[config.mk]
export PLATFORM = sky130hd
export DESIGN_NAME = qp_delta
export DESIGN_NICKNAME = d
export VERILOG_FILES = /design/src/rtl/qp_delta_pkg.sv /design/src/rtl/egk_bin_gen.sv /design/src/rtl/qp_delta.sv
export SDC_FILE = /design/constraint.sdc
export NUM_CORES = 1
export LEC_CHECK = 0
export CORE_MARGIN = 1.5
export CORE_UTILIZATION = 53
export DETAILED_ROUTE_END_ITERATION = 10
export PLACE_DENSITY = 0.86
export SLEW_MARGIN = 40
export SYNTH_ARGS = -nofsm -noshare
export SYNTH_HDL_FRONTEND = slang
export SYNTH_HIERARCHICAL = 1
export SYNTH_SLANG_ARGS = --single-unit
[constraint.sdc]
create_clock -name clk -period 3 [get_ports clk]
set_input_delay 0.6 -clock clk [delete_from_list [all_inputs] [get_ports clk]]
set_output_delay 0.6 -clock clk [all_outputs]
set_load 0.05 [all_outputs]
[src/rtl/qp_delta_pkg.sv]
// Shared types and constants for the cu_qp_delta_abs binarizer.
package qp_delta_pkg;

    localparam int QP_DELTA_CMAX = 5;

    typedef enum logic [2:0] {
        ST_IDLE,
        ST_PREFIX,
        ST_SUF_UNARY,
        ST_SUF_FIXED,
        ST_DONE
    } qp_state_e;

    typedef enum logic [1:0] {
        EG_IDLE,
        EG_UNARY,
        EG_FIXED
    } egk_phase_e;

endpackage

[src/rtl/egk_bin_gen.sv]
// Serial Exp-Golomb-k bin generator: unary part, terminating 0, then k fixed bits MSB first.
module egk_bin_gen
    import qp_delta_pkg::*;
#(
    parameter int VALUE_WIDTH = 16,
    parameter int K           = 0,
    parameter int KW          = $clog2(VALUE_WIDTH + K + 1)
) (
    input  logic                   clk,
    input  logic                   rst,
    input  logic                   i_start,
    input  logic [VALUE_WIDTH-1:0] i_value,
    output logic                   o_bin_valid,
    output logic                   o_bin,
    output logic                   o_last
);

    localparam logic [VALUE_WIDTH:0] POW_INIT = {{VALUE_WIDTH{1'b0}}, 1'b1} << K;

    egk_phase_e             r_phase;
    logic [VALUE_WIDTH-1:0] r_s;
    logic [KW-1:0]          r_k;
    logic [KW-1:0]          r_idx;
    logic [VALUE_WIDTH:0]   r_pow;

    logic                   w_ge;
    logic [VALUE_WIDTH-1:0] w_shifted;
    logic                   w_fixed_bit;

    // 2^k is held one bit wider than s so the compare never wraps
    assign w_ge        = ({1'b0, r_s} >= r_pow);
    assign w_shifted   = r_s >> r_idx;
    assign w_fixed_bit = w_shifted[0];

    always_comb begin
        o_bin_valid = 1'b0;
        o_bin       = 1'b0;
        o_last      = 1'b0;
        case (r_phase)
            EG_UNARY: begin
                o_bin_valid = 1'b1;
                o_bin       = w_ge;
                o_last      = !w_ge && (r_k == '0);
            end
            EG_FIXED: begin
                o_bin_valid = 1'b1;
                o_bin       = w_fixed_bit;
                o_last      = (r_idx == '0);
            end
            default: ;
        endcase
    end

    always_ff @(posedge clk or negedge rst) begin
        if (!rst) begin
            r_phase <= EG_IDLE;
            r_s     <= '0;
            r_k     <= '0;
            r_idx   <= '0;
            r_pow   <= '0;
        end else if (i_start) begin
            r_phase <= EG_UNARY;
            r_s     <= i_value;
            r_k     <= KW'(K);
            r_idx   <= '0;
            r_pow   <= POW_INIT;
        end else begin
            case (r_phase)
                EG_UNARY: begin
                    if (w_ge) begin
                        r_s   <= r_s - r_pow[VALUE_WIDTH-1:0];
                        r_k   <= r_k + 1'b1;
                        r_pow <= r_pow << 1;
                    end else if (r_k == '0) begin
                        r_phase <= EG_IDLE;
                    end else begin
                        r_phase <= EG_FIXED;
                        r_idx   <= r_k - 1'b1;
                    end
                end
                EG_FIXED: begin
                    if (r_idx == '0) begin
                        r_phase <= EG_IDLE;
                    end else begin
                        r_idx <= r_idx - 1'b1;
                    end
                end
                default: r_phase <= EG_IDLE;
            endcase
        end
    end

endmodule

[src/rtl/qp_delta.sv]
// cu_qp_delta_abs binarizer: TU prefix (cMax 5) followed by an EGk suffix on (v - 5).
module qp_delta
    import qp_delta_pkg::*;
#(
    parameter int BIN_WIDTH   = 16,
    parameter int VALUE_WIDTH = 16,
    parameter int K           = 0
) (
    input  logic                   clk,
    input  logic                   rst,
    input  logic                   start,
    input  logic [VALUE_WIDTH-1:0] Cu_qp_delta_abs,
    output logic                   done,
    output logic [BIN_WIDTH-1:0]   bin_string,
    output logic [BIN_WIDTH-1:0]   bin_length
);

    localparam logic [VALUE_WIDTH-1:0] CMAX_V    = VALUE_WIDTH'(QP_DELTA_CMAX);
    localparam logic [2:0]             LAST_ONE  = 3'(QP_DELTA_CMAX - 1);

    qp_state_e              r_state;
    logic [VALUE_WIDTH-1:0] r_value;
    logic [2:0]             r_pcnt;
    logic                   r_done;
    logic [BIN_WIDTH-1:0]   r_bins;
    logic [BIN_WIDTH-1:0]   r_len;

    logic                   w_long;
    logic                   w_pbin;
    logic                   w_egk_start;
    logic [VALUE_WIDTH-1:0] w_suffix_val;
    logic                   w_egk_valid;
    logic                   w_egk_bin;
    logic                   w_egk_last;
    logic                   w_append;
    logic                   w_bin;

    assign w_long       = (r_value >= CMAX_V);
    assign w_pbin       = w_long || (VALUE_WIDTH'(r_pcnt) < r_value);
    assign w_egk_start  = (r_state == ST_PREFIX) && w_long && (r_pcnt == LAST_ONE);
    assign w_suffix_val = r_value - CMAX_V;

    egk_bin_gen #(
        .VALUE_WIDTH (VALUE_WIDTH),
        .K           (K)
    ) u_egk (
        .clk         (clk),
        .rst         (rst),
        .i_start     (w_egk_start),
        .i_value     (w_suffix_val),
        .o_bin_valid (w_egk_valid),
        .o_bin       (w_egk_bin),
        .o_last      (w_egk_last)
    );

    always_comb begin
        w_append = 1'b0;
        w_bin    = 1'b0;
        case (r_state)
            ST_PREFIX: begin
                w_append = 1'b1;
                w_bin    = w_pbin;
            end
            ST_SUF_UNARY, ST_SUF_FIXED: begin
                w_append = w_egk_valid;
                w_bin    = w_egk_bin;
            end
            default: ;
        endcase
    end

    always_ff @(posedge clk or negedge rst) begin
        if (!rst) begin
            r_state <= ST_IDLE;
            r_value <= '0;
            r_pcnt  <= '0;
            r_done  <= 1'b0;
            r_bins  <= '0;
            r_len   <= '0;
        end else begin
            // Older bins fall off the top once the string exceeds BIN_WIDTH; length keeps counting
            if (w_append) begin
                r_bins <= {r_bins[BIN_WIDTH-2:0], w_bin};
                r_len  <= r_len + 1'b1;
            end
            case (r_state)
                ST_IDLE: begin
                    if (start) begin
                        r_state <= ST_PREFIX;
                        r_value <= Cu_qp_delta_abs;
                        r_pcnt  <= '0;
                        r_bins  <= '0;
                        r_len   <= '0;
                    end
                end
                ST_PREFIX: begin
                    r_pcnt <= r_pcnt + 1'b1;
                    if (!w_pbin) begin
                        r_state <= ST_DONE;
                    end else if (w_egk_start) begin
                        r_state <= ST_SUF_UNARY;
                    end
                end
                ST_SUF_UNARY: begin
                    if (w_egk_last) begin
                        r_state <= ST_DONE;
                    end else if (!w_egk_bin) begin
                        r_state <= ST_SUF_FIXED;
                    end
                end
                ST_SUF_FIXED: begin
                    if (w_egk_last) begin
                        r_state <= ST_DONE;
                    end
                end
                ST_DONE: begin
                    // First DONE cycle arms the pulse, second cycle carries it; start is ignored in both
                    if (!r_done) begin
                        r_done <= 1'b1;
                    end else begin
                        r_done  <= 1'b0;
                        r_state <= ST_IDLE;
                    end
                end
                default: r_state <= ST_IDLE;
            endcase
        end
    end

    assign done       = r_done;
    assign bin_string = r_bins;
    assign bin_length = r_len;

endmodule

# ---- Word-level counts from Yosys, hierarchy flattened
# Cells that the tools add are included.
# W data, S select, Z words.
dict set report op_classes {
  n_reduce_logical 20
  addsub 7
  shift 1
  n_eq_ne 16
  mux 41
  magnitude_cmp 3
}
# op count
set ops {}
lappend ops {{$mux W16} 9}
lappend ops {{$mux W17} 3}
lappend ops {{$mux W5} 7}
lappend ops {{$mux W3} 8}
lappend ops {{$ge A16 B17 Y1} 1}
lappend ops {{$add A16 B1 Y16 const B} 1}
lappend ops {{$ge A16 B3 Y1 const B} 1}
lappend ops {{$lt A3 B16 Y1} 1}
lappend ops {{$shr A16 B5 Y1} 1}
lappend ops {{$sub A16 B16 Y16} 1}
lappend ops {{$sub A16 B3 Y16 const B} 1}
lappend ops {{$ne A3 B2 Y1 const B} 5}
lappend ops {{$pmux W3 S5} 1}
lappend ops {{$logic_not A5 Y1} 2}
lappend ops {{$pmux W5 S2} 1}
lappend ops {{$sub A5 B1 Y5 const B} 2}
lappend ops {{$mux W2} 4}
lappend ops {{$pmux W1 S2} 4}
lappend ops {{$reduce_and A2 Y1} 4}
lappend ops {{$eq A3 B2 Y1 const B} 2}
lappend ops {{$eq A3 B3 Y1 const B} 2}
lappend ops {{$pmux W3 S2} 1}
lappend ops {{$reduce_bool A2 Y1} 3}
lappend ops {{$add A5 B1 Y5 const B} 1}
lappend ops {{other kinds (17)} 22}
dict set report word_totals {
  ff_bits 100
}

# ---- Logic depth before layout (Yosys ltp)
dict set report depth {
  depth_word 7
  ltp_mapped 14
  depth_no_buf 14
}

# ---- By module
# The synthesis kept the hierarchy.
# module cells_per_inst n_inst area_each_um2 seq_area_each_um2
set modules_own_cells {}
lappend modules_own_cells {egk_bin_gen 382 1 3266.9 1126.1}
lappend modules_own_cells {qp_delta 283 1 2722.6 1376.3}

# ---- Least setup slack after synthesis
# No wires, ideal clock.
dict set report synth_timing {
  path_kind {register -> register}
  from {register u_egk.r_s[10]}
  to {register r_state[1]}
  t_required_ns 2.880
  path_slack_ns 0.045
  arrival_time_ns 2.835
  path_stages_with_launch 13
  path_cell_list {dfrtp_1 ha_1 a211o_1 o21bai_4 a221oi_4 a31oi_4 buf_2 a31oi_1 nor2_1 o21ai_0 o21ai_0 a211o_1 and3_1}
}
dict set report synth_via {
  word_cells_on_any_way 11
  cone_classes {order compare: 1; eq/ne: 2; shift: 1; mux: 4; reduce/logical: 3}
}
# element line_no
set synth_lines {}
lappend synth_lines {{from (decl)} egk_bin_gen.sv:21} ;# logic [VALUE_WIDTH-1:0] r_s;
lappend synth_lines {{from (signal assigned)} egk_bin_gen.sv:63} ;# r_s <= i_value;
lappend synth_lines {{from (signal assigned)} egk_bin_gen.sv:71} ;# r_s <= r_s - r_pow[VALUE_WIDTH-1:0];
lappend synth_lines {{$ge A16 B17 Y1 / $shr A16 B5 Y1 (equally long branches)} {egk_bin_gen.sv:31, egk_bin_gen.sv:32}}
lappend synth_lines {{$pmux W1 S2 *} egk_bin_gen.sv:39} ;# case (r_phase)
lappend synth_lines {{named net w_egk_bin} qp_delta.sv:33} ;# logic w_egk_bin;
lappend synth_lines {{$ne A3 B2 Y1 (no source line) *} n/a}
lappend synth_lines {{$reduce_and A5 Y1 (no source line) *} n/a}
lappend synth_lines {{to (signal assigned)} qp_delta.sv:74} ;# r_state <= ST_IDLE;
lappend synth_lines {{to (signal assigned)} qp_delta.sv:89} ;# r_state <= ST_PREFIX;
lappend synth_lines {{to (signal assigned)} qp_delta.sv:99} ;# r_state <= ST_DONE;
lappend synth_lines {{to (decl)} qp_delta.sv:21} ;# qp_state_e r_state;
# Mark *: on every way through the listed nets, which the timed path passes. The rest lies on a longest branch.
# A chain may end at the register's enable or synchronous reset.

# ---- Final worst setup path
dict set report layout_timing {
  from {register u_egk.r_pow[10]}
  to {register r_state[1]}
}
dict set report layout_via {
  word_cells_on_any_way 10
  cone_classes {order compare: 1; eq/ne: 2; mux: 4; reduce/logical: 3}
}
# element line_no
set layout_lines {}
lappend layout_lines {{from (decl)} egk_bin_gen.sv:24} ;# logic [VALUE_WIDTH:0] r_pow;
lappend layout_lines {{from (signal assigned)} egk_bin_gen.sv:73} ;# r_pow <= r_pow << 1;
lappend layout_lines {{$ge A16 B17 Y1} egk_bin_gen.sv:31} ;# assign w_ge = ({1'b0, r_s} >= r_pow);
lappend layout_lines {{$pmux W1 S2} egk_bin_gen.sv:39}
lappend layout_lines {{named net w_egk_bin} qp_delta.sv:33}
lappend layout_lines {{$ne A3 B2 Y1 (no source line)} n/a}
lappend layout_lines {{$reduce_and A5 Y1 (no source line)} n/a}
# The timed path passes the listed nets, and every way through them passes these cells.

==> results.py <==
metrics = {
    "critical_path": {
        "ff2ff_setup_slack_ns": 0.13,
        "crit_fanout": 4,
        "worst-endpoint-required_ns": 3.24,
        "setup.worst_path.start_class": "flop",
        "cp-end-kind": "flop",
        "timing_worst_setup_path_type": "reg -> reg",
        "crit-reg2reg-capture": "r_state[1]",
        "reg2reg_depth": 13,
        "cp_data_arrival_time_ns": 3.11,
        "start_of_the_worst_register_to_register_path": "u_egk/r_pow[10]",
    },
    "floorplan": {
        "die-width_microns": 109,
        "die_y_microns": 109,
        "fp.coreArea_sq_mm": 0.0109,
        "fp.dieArea_sq_mm": 0.0119,
        "placement_rows": 38,
        "io-pin-count": 52,
        "starting_density_of_the_core": 0.548,
    },
    "layout": {
        "net_count_reported_at_finish": 768,
        "final_cell_area_sq_mm": 0.00707,
        "top_library_cells_by_usage_in_the_layout_fill_and_taps_aside": "sky130_fd_sc_hd__nand2_1, sky130_fd_sc_hd__dfrtp_1, sky130_fd_sc_hd__a21oi_1, sky130_fd_sc_hd__nor2_1, sky130_fd_sc_hd__clkdlybuf4s50_1",
        "fin_cells": 865,
        "diodes": 0,
        "drive_gt1_frac": 0.116,
        "mostFrequentLayoutCell": "sky130_fd_sc_hd__nand2_1",
        "syn2layout_area_growth_pct": 18.0,
        "fin_util": 0.646,
    },
    "synth": {
        "number_of_flops_mapped_to_enable_cells_by_yosys": 0,
        "ys.warnings.count": 6,
        "syn_area_per_cell_sq_um": 9.01,
        "async_flop_share": 1.00,
        "mappedNetlistNets": 713,
        "compound_cell_area_share_of_the_yosys_netlist": 0.159,
        "dominant_combinational_cell_family_by_area_after_synthesis": "simple AND/OR/NAND/NOR gates",
        "yosys.area_share.simple": 0.194,
        "post_synth_fa_ha_maj_area_fraction": 0.0618,
        "number_of_cells_produced_by_synthesis": 665,
        "synth.mux.area_fraction": 0.0564,
        "syn-cell-area_sq_mm": 0.00599,
        "ys_seq_elements": 100,
        "synth-main-ff-cell": "sky130_fd_sc_hd__dfrtp_1",
        "yosysSeqAreaShare": 0.418,
        "post_synth_xor_area_fraction": 0.0614,
        "netlist-cell-type-count": 63,
    },
    "pwr": {
        "powerDensity_mw_per_mm2": 991,
        "leakagePower_nw": 3.00,
        "vdd_ir_drop_max_mv": 0.649,
        "design_power_total_mw": 7.00,
    },
    "global_route": {
        "grt_pass1_vias": 4951,
        "grt_remaining_overflow": 0,
        "grt_first_pass_wirelength_mm": 23.3,
        "pin_count_of_the_biggest_net_entering_global_routing": 62,
        "groute.usage.overall": 0.249,
        "grt_antenna_before_repair": 0,
    },
    "clocking": {
        "cts.clk_slew.worst_paths_ns": 0.07,
        "cts_sinks": 100,
        "clock_network_latency_to_the_later_pin_of_the_worst_skew_pair_ns": 0.35,
        "clk_path_buf_depth": 2,
        "clk_root_buffer_cell": "sky130_fd_sc_hd__clkbuf_16",
        "cts_tree": "done",
        "count_of_hold_fix_buffers_inserted_at_cts": 0,
        "cts_made_buffers": 9,
        "h_tree_level_count": 3,
    },
    "timing": {
        "final-hold-violation-count": 0,
        "setup-tns-final_ns": 0,
        "fmaxAchievable_ghz": 0.349,
        "slew-limit-headroom": 0.474,
        "final.hold.worst_slack_ns": 0.224,
        "fin_crit_sh": 0.955,
        "slew_viol_final": 0,
        "max_slew.worst_pin.slew_ns": 0.783,
        "finalSetupViolCount": 0,
        "setup_slack_ns": 0.134,
        "worst_clock_skew_ns": 0.00668,
        "layout_min_cycle_time_ns": 2.87,
    },
    "routing": {
        "drt_initial_violations": 512,
        "finalWirelength_mm": 14.2,
        "firstDrtPassIters": 7,
        "routedWlPerCell_microns": 16.4,
        "num_vias": 5157,
        "postRouteAntennaNets": 0,
        "drc": 0,
        "detail_route.vias_per_cell": 5.96,
    },
    "status": {
        "run_status": "finished, final reports clean",
    },
    "run": {
        "max_cap_viol": 0,
    },
    "placed_design": {
        "detailedPlacementHpwl_mm": 9.73,
        "place_congestion": 0.869,
        "port-buffer-count": 51,
        "placement.setup.worst_slack_ns": -0.0207,
        "dp.cells": 847,
        "detailed_place.area_sq_mm": 0.00670,
    },
    "min_path": {
        "min-delay-path-class": "in -> async",
    },
}
## worst max-delay path, cell delays in order (launching register included)
cell and delay [ns]:
sky130_fd_sc_hd__dfrtp_1 0.39, sky130_fd_sc_hd__inv_1 0.09, sky130_fd_sc_hd__ha_4 0.21, sky130_fd_sc_hd__a211o_1 0.29
sky130_fd_sc_hd__o21bai_4 0.19, sky130_fd_sc_hd__a221oi_4 0.31, sky130_fd_sc_hd__buf_4 0.19, sky130_fd_sc_hd__a31oi_4 0.09
sky130_fd_sc_hd__a31oi_2 0.19, sky130_fd_sc_hd__nor2_1 0.10, sky130_fd_sc_hd__o21ai_1 0.19, sky130_fd_sc_hd__o21ai_1 0.08
sky130_fd_sc_hd__a211o_1 0.25, sky130_fd_sc_hd__and3_1 0.17
## cell families (layout without fill, tap and decap cells)
group	count (synthesis)	count (layout)
simple gates	250	250
compound gates	151	151
flops	100	100
buf+inv	67	127
xor+xnor	42	42
fa+ha+maj	29	29
mux	26	26
## metal layers
| layer | track usage | vias to the layer above | share of wire |
|---|---|---|---|
| met5 | 0 | - | 0 |
| met4 | 0.0937 | 0 | 0.024 |
| met3 | 0.0468 | 41 | 0.060 |
| met2 | 0.400 | 200 | 0.48 |
| met1 | 0.336 | 2506 | 0.44 |
| li1 | - | 2410 | - |
## worst max path at each step
stage	startpoint	to	slack (ns)
CTS	u_egk/r_pow[10]	r_state[1]	0.02
floorplan	u_egk/r_s[10]	r_state[1]	0.04
global route	u_egk/r_s[4]	r_state[1]	-0.04
detailed placement	u_egk/r_pow[10]	r_state[1]	-0.02
global placement	u_egk/r_pow[10]	r_state[1]	0.09
finish	u_egk/r_pow[10]	r_state[1]	0.13
## sequential cells by signal (all words and copies together), names as in the netlist
register       cells
r_value           16
done               1
r_state            3
r_pcnt             3
u_egk/r_k          5
bin_string        16
u_egk/r_s         16
bin_length        16
u_egk/r_idx        5
u_egk/r_phase      2
u_egk/r_pow       17
## layout make-up
type	count	area [sq um]
inverter	38	143
clock inverter	7	62.6
fill	812	3870
clock buffer	9	225
sequential	100	2500
timing repair buffer	73	689
multi-input combinational	498	3270
tap	140	175
## synthesized netlist by cell type, types with 4 or more instances
| library cell | number | area, sq um |
|---|---|---|
| sky130_fd_sc_hd__nand2_1 | 111 | 417 |
| sky130_fd_sc_hd__dfrtp_1 | 100 | 2500 |
| sky130_fd_sc_hd__a21oi_1 | 64 | 320 |
| sky130_fd_sc_hd__nor2_1 | 56 | 210 |
| sky130_fd_sc_hd__inv_1 | 38 | 143 |
| sky130_fd_sc_hd__ha_1 | 28 | 350 |
| sky130_fd_sc_hd__xor2_1 | 28 | 245 |
| sky130_fd_sc_hd__o21ai_0 | 25 | 125 |
| sky130_fd_sc_hd__clkbuf_1 | 22 | 82.6 |
| sky130_fd_sc_hd__nor3_1 | 16 | 80.1 |
| sky130_fd_sc_hd__xnor2_1 | 14 | 123 |
| sky130_fd_sc_hd__nand3_1 | 13 | 65.1 |
| sky130_fd_sc_hd__mux2_2 | 12 | 135 |
| sky130_fd_sc_hd__mux2i_1 | 9 | 90.1 |
| sky130_fd_sc_hd__nand4_1 | 8 | 50.1 |
| sky130_fd_sc_hd__o211ai_1 | 7 | 52.6 |
| sky130_fd_sc_hd__a21o_1 | 6 | 45.0 |
| sky130_fd_sc_hd__a31oi_1 | 6 | 37.5 |
| sky130_fd_sc_hd__and3_1 | 6 | 37.5 |
| sky130_fd_sc_hd__nand2b_1 | 6 | 37.5 |
| sky130_fd_sc_hd__o21ai_1 | 6 | 30.0 |
| sky130_fd_sc_hd__o31ai_1 | 6 | 45.0 |
| sky130_fd_sc_hd__mux4_2 | 5 | 113 |
| sky130_fd_sc_hd__nor2b_1 | 5 | 31.3 |
| sky130_fd_sc_hd__or2_2 | 4 | 25.0 |
## report_power, final
group | internal (mW) | leakage (nW) | switching (mW)
Sequential | 1.74 | 1.32 | 0.425
Combinational | 1.57 | 1.55 | 2.15
Clock | 0.574 | 0.135 | 0.543
## timing repair
item | 4_1_cts | 5_1_grt
pin swaps | 0 | 5
endpoints found under the setup margin | 1 | 2
buffers inserted | 0 | 2
gates resized for setup | 2 | 11
Note: power is estimated with default switching activity, not from simulation.
